--- src/rtl/csa_pkg.sv ---
// rtl/csa_pkg.sv - shared widths and stage-1 register type for the four-operand CSA adder
//
// Contents:
//   CSA_W       default operand width of the adder slice
//   res_w()     result width for a given operand width (two growth bits)
//   RES_W       result width at the default operand width
//   csa_pair_t  stage-1 carry-save register: sum vector, carry vector, row carry-out
package csa_pkg;

    localparam int CSA_W = 8;

    // Four W-bit operands plus a unit carry-in peak at 4*(2^W-1)+1, which fits in W+2 bits.
    function automatic int res_w(input int w);
        return w + 2;
    endfunction

    localparam int RES_W = res_w(CSA_W);

    // s at weight i, cv at weight i+1, co_msb at weight W.
    typedef struct packed {
        logic [CSA_W-1:0] s;
        logic [CSA_W-1:0] cv;
        logic             co_msb;
    } csa_pair_t;

endpackage

--- src/rtl/compressor4to2.sv ---
// rtl/compressor4to2.sv - single-bit 4:2 compressor cell built from two full adders
//
// Ports:
//   x1..x4  input   four bits of equal weight i
//   cin     input   lateral carry from the neighbouring cell, weight i
//   sum     output  weight i
//   carry   output  weight i+1
//   cout    output  weight i+1, lateral carry to the next cell
module compressor4to2 (
    input  logic x1,
    input  logic x2,
    input  logic x3,
    input  logic x4,
    input  logic cin,
    output logic sum,
    output logic carry,
    output logic cout
);

    logic s_first;

    // cout depends only on x1..x3, so the lateral chain never ripples through cin.
    assign s_first = x1 ^ x2 ^ x3;
    assign cout    = (x1 & x2) | (x1 & x3) | (x2 & x3);

    assign sum     = s_first ^ x4 ^ cin;
    assign carry   = (s_first & x4) | (s_first & cin) | (x4 & cin);

endmodule

--- src/rtl/csa_row4to2.sv ---
// rtl/csa_row4to2.sv - combinational row of W compressor4to2 cells with lateral carry chain
//
// Ports:
//   op_a..op_d  input   W-bit operands
//   op_cin      input   carry-in at weight 0, enters cell 0 lateral input
//   s           output  W-bit sum vector, bit i at weight i
//   cv          output  W-bit carry vector, bit i at weight i+1
//   co_msb      output  lateral carry out of cell W-1, weight W
module csa_row4to2 #(
    parameter int W = 8
) (
    input  logic [W-1:0] op_a,
    input  logic [W-1:0] op_b,
    input  logic [W-1:0] op_c,
    input  logic [W-1:0] op_d,
    input  logic         op_cin,
    output logic [W-1:0] s,
    output logic [W-1:0] cv,
    output logic         co_msb
);

    // chain[i] feeds cell i; chain[i+1] is cell i's cout.
    logic [W:0] chain;

    assign chain[0] = op_cin;
    assign co_msb   = chain[W];

    for (genvar i = 0; i < W; i++) begin : g_cell
        compressor4to2 u_cell (
            .x1    (op_a[i]),
            .x2    (op_b[i]),
            .x3    (op_c[i]),
            .x4    (op_d[i]),
            .cin   (chain[i]),
            .sum   (s[i]),
            .carry (cv[i]),
            .cout  (chain[i+1])
        );
    end

endmodule

--- src/rtl/csa4_pipe_adder.sv ---
// rtl/csa4_pipe_adder.sv - two-stage pipelined adder of four W-bit operands plus carry-in
//
// Ports:
//   clk, rst_n          clock, asynchronous active-low reset
//   in_valid, in_ready  operand beat handshake
//   op_a..op_d, op_cin  unsigned operands and unit carry-in
//   out_valid, out_ready result handshake
//   result              exact W+2 bit sum
//
// Stage 1 holds the compressor row output in carry-save form; stage 2 holds the
// resolved sum. Each stage advances when its downstream slot is empty or draining,
// so the pipe streams one beat per cycle and holds two beats under backpressure.
// The stage-1 register uses csa_pair_t, whose field width is csa_pkg::CSA_W, so W
// is expected to match CSA_W.
module csa4_pipe_adder
    import csa_pkg::*;
#(
    parameter int W = CSA_W
) (
    input  logic         clk,
    input  logic         rst_n,
    input  logic         in_valid,
    output logic         in_ready,
    input  logic [W-1:0] op_a,
    input  logic [W-1:0] op_b,
    input  logic [W-1:0] op_c,
    input  logic [W-1:0] op_d,
    input  logic         op_cin,
    output logic         out_valid,
    input  logic         out_ready,
    output logic [W+1:0] result
);

    logic [W-1:0] row_s;
    logic [W-1:0] row_cv;
    logic         row_co;

    csa_pair_t    s1_d;
    csa_pair_t    s1_q;
    logic         s1_valid;
    logic         s2_valid;
    logic         s1_load;
    logic         s2_load;
    logic [W+1:0] cpa_sum;

    csa_row4to2 #(.W(W)) u_row (
        .op_a   (op_a),
        .op_b   (op_b),
        .op_c   (op_c),
        .op_d   (op_d),
        .op_cin (op_cin),
        .s      (row_s),
        .cv     (row_cv),
        .co_msb (row_co)
    );

    always_comb begin
        s1_d        = '0;
        s1_d.s      = row_s;
        s1_d.cv     = row_cv;
        s1_d.co_msb = row_co;
    end

    // in_ready depends on out_ready and pipe occupancy only, never on in_valid.
    assign s2_load   = !s2_valid || out_ready;
    assign s1_load   = !s1_valid || s2_load;
    assign in_ready  = s1_load;
    assign out_valid = s2_valid;

    // Carry-propagate resolution of the carry-save pair at full result width.
    assign cpa_sum = {2'b00, s1_q.s}
                   + {1'b0, s1_q.cv, 1'b0}
                   + {1'b0, s1_q.co_msb, {W{1'b0}}};

    always_ff @(posedge clk or negedge rst_n) begin
        if (!rst_n) begin
            s1_valid <= 1'b0;
            s1_q     <= '0;
        end else if (s1_load) begin
            s1_valid <= in_valid;
            if (in_valid) begin
                s1_q <= s1_d;
            end
        end
    end

    always_ff @(posedge clk or negedge rst_n) begin
        if (!rst_n) begin
            s2_valid <= 1'b0;
            result   <= '0;
        end else if (s2_load) begin
            s2_valid <= s1_valid;
            if (s1_valid) begin
                result <= cpa_sum;
            end
        end
    end

endmodule

--- config.mk ---
export PLATFORM = sky130hd
export DESIGN_NAME = csa4_pipe_adder
export DESIGN_NICKNAME = d
export VERILOG_FILES = /design/src/rtl/csa_pkg.sv /design/src/rtl/compressor4to2.sv /design/src/rtl/csa_row4to2.sv /design/src/rtl/csa4_pipe_adder.sv
export SDC_FILE = /design/constraint.sdc
export NUM_CORES = 1
export LEC_CHECK = 0
export ABC_AREA = 1
export CORE_UTILIZATION = 25
export CTS_CLUSTER_SIZE = 14
export DETAILED_ROUTE_END_ITERATION = 16
export GPL_TIMING_DRIVEN = 0
export SYNTH_ARGS = -nofsm -noshare
export SYNTH_HDL_FRONTEND = slang
export SYNTH_HIERARCHICAL = 1
export SYNTH_SLANG_ARGS = --single-unit
--- constraint.sdc ---
create_clock -name clk -period 2.47 [get_ports clk]
set_input_delay 0.3705 -clock clk [delete_from_list [all_inputs] [get_ports clk]]
set_output_delay 0.3705 -clock clk [all_outputs]
set_load 0.03 [all_outputs]
==> metrics.txt <==
status=complete, no violations; first-pass GRT wire length=6450 microns; clock tree buffer depth=2; Worst-Skew Late Latency=270 ps; height of the die=92.1 microns; maxcap violations=0; worst reg-to-reg setup slack=820 ps; slowest stage cell, crit path=fa_1; worst slew pin tran=629 ps; clock root cell=clkbuf_8; post-synthesis cell count=219; Die Span X=92.1 microns; CP dominant cell by count=inv_1; yosys warns=6; fin crit period=2020 ps; CTS tree=done; number of routed nets with antenna violations=0; fmax=495 MHz; post-CTS setup buffer count=0; drt first pass iters=3; reg-to-reg startpoint=s1_q[1]$_DFFE_PN0P_; endpoint class of the critical path=flop; total gr overflow=0; Worst-path clk slew=60 ps; switching pwr=0.000901 W; Port Buffers=48; Ant. Diodes=0; GRT Total Usage=9.71%; clk sinks=29; Iter 0 DRT Violations=41; cells on worst reg2reg path=8; H-tree Lvls=2; CP Max Fanout=1; final setup fails=0; synthesized flop and latch total=29; vias in the first global route=1472; Clock Skew=1.53 ps; Post-route DRC=0; P_leak=1.45 nW; final worst-path cycle share=81.8%; CP required=2630 ps; Syn Nets=281; CP delay by family, top=adder cells; Nets=336; Clock power frac=16.5%; die area=0.00848 sq mm; Critical path buffers and inverters=5; layout cells sized above 1=11.3%; row count=32; largest net degree at the start of global routing=30; Worst slew margin=58.1%; # IOs=49; Critical Path Max Stage Delay=490 ps; vias=1436; commonest non-fill, non-tap cell in the layout=inv_1; design area=0.00272 sq mm; CTS resizes=0; combinational group share of total power=51.0%; initial core utilization=26.1%; routed len/inst=9.30 microns; Synth Area per Inst=9.26 sq um; GPL Wtd Cong=0.719; Seq pwr share=32.5%; register area share after synthesis=35.8%; most frequent cells in the layout=72 x inv_1, 47 x clkdlybuf4s50_1, 43 x nand2_1; Vias/cell=3.82; switching share of power=38.8%; placed inst area=0.00264 sq mm; Arrival @ worst endpoint=2180 ps; Hold Crit Class=in -> async; Power Density=855 mW/mm^2; RSZ-0062 raised after global routing=no; Setup WS post-layout=450 ps; R2R Path End=result[7]$_DFFE_PN0P_; HPWL reported at the end of detailed placement=2880 microns; CP startpoint kind=input pin; fin util=35.0%; post-cts hold buffer count=0; Mapped Area=0.00203 sq mm; initial antenna violation count=0; crit path kind=in -> reg; Final Hold Vio Count=0; routed wire length=3500 microns; total CTS buffers=5; CP cell instances=clkdlybuf4s50_1, inv_1, fa_1, inv_1, inv_1, fa_1, inv_1, mux2_2; setup TNS=0 ps; Layout area overhead=34.0%; Pint=0.00142 W; worst slack, placed=142 ps; VDD IR max=306 uV; Slew Viols, Final=0; Core Region=0.00777 sq mm; Synth cell types=21
==> routing by layer <==
metal | vias to the layer above | routed length [microns] | GRT usage (%)
met2 | 40 | 1610 | 15.9
met1 | 645 | 1670 | 12.4
met5 | - | 0 | 0
met4 | 0 | 87 | 4.69
met3 | 6 | 132 | 1.74
li1 | 745 | - | -
==> per-stage QoR <==
stage	power, W	hold WS (ps)	instances
after global routing	0.00255	168	376
after detailed placement	0.00197	469	369
after global placement	0.00194	465	369
final	0.00232	112	376
after CTS	0.00237	484	376
after floorplan	0.00157	74.9	219
==> state kept, by name, indices dropped and copies added, names as in the netlist <==
name / count
s1_valid: 1
result: 10
out_valid: 1
s1_q: 17
==> logic make-up after synthesis <==
logic type	share of synthesized area, %
simple gates	13.7
fa+ha+maj	21.7
buf+inv	14.9
mux	11.1
compound gates	2.34
xor+xnor	0.432
flops	35.8
==> Yosys cell counts <==
library cell	n	area (sq um)
nand3_4	1	17.5
buf_2	1	5.00
ha_1	8	100
nand3b_1	2	15.0
nand2_1	43	161
inv_1	72	270
mux2_2	8	90.1
clkinv_1	1	3.75
buf_12	1	20.0
a21oi_1	5	25.0
xnor2_1	1	8.76
dfrtp_1	29	726
fa_1	17	340
o21ai_0	3	15.0
nand2_4	1	11.3
or2_2	2	12.5
inv_2	1	3.75
a211oi_1	1	7.51
nor2_1	4	15.0
nand3_1	9	45.0
mux2_4	9	135
==> area by class of cell <==
class	count	area, sq um
fillers	828	5050
multi-input cells	114	1000
well taps	102	128
inverters	74	278
repair buffers	48	475
plain buffers	2	25.0
clock buffers	7	86.3
flip-flops and latches	29	726
==> how the worst max path moves through the flow <==
stage | startpoint | endpoint | slack (ps) | depth (start not counted)
6_report | op_a[6] | s1_q[16]$_DFFE_PN0P_ | 450 | 8
5_1_grt | op_a[5] | s1_q[15]$_DFFE_PN0P_ | 310 | 8
4_1_cts | out_ready | in_ready | 450 | 4
3_5_place_dp | op_a[5] | s1_q[15]$_DFFE_PN0P_ | 140 | 8
3_3_place_gp | op_a[4] | s1_q[14]$_DFFE_PN0P_ | 170 | 8
2_1_floorplan | op_a[4] | s1_q[14]$_DFFE_PN0P_ | 680 | 7
==> power groups by stage <==
stage | clock network [W] | logic (W) | registers (W)
floorplan | 0 | 0.000661 | 0.000906
global placement | 0 | 0.00118 | 0.000758
detailed placement | 0 | 0.00120 | 0.000769
CTS | 0.000400 | 0.00121 | 0.000760
global route | 0.000420 | 0.00135 | 0.000780
finish | 0.000383 | 0.00118 | 0.000756
Power figures use the tool's default switching activity.
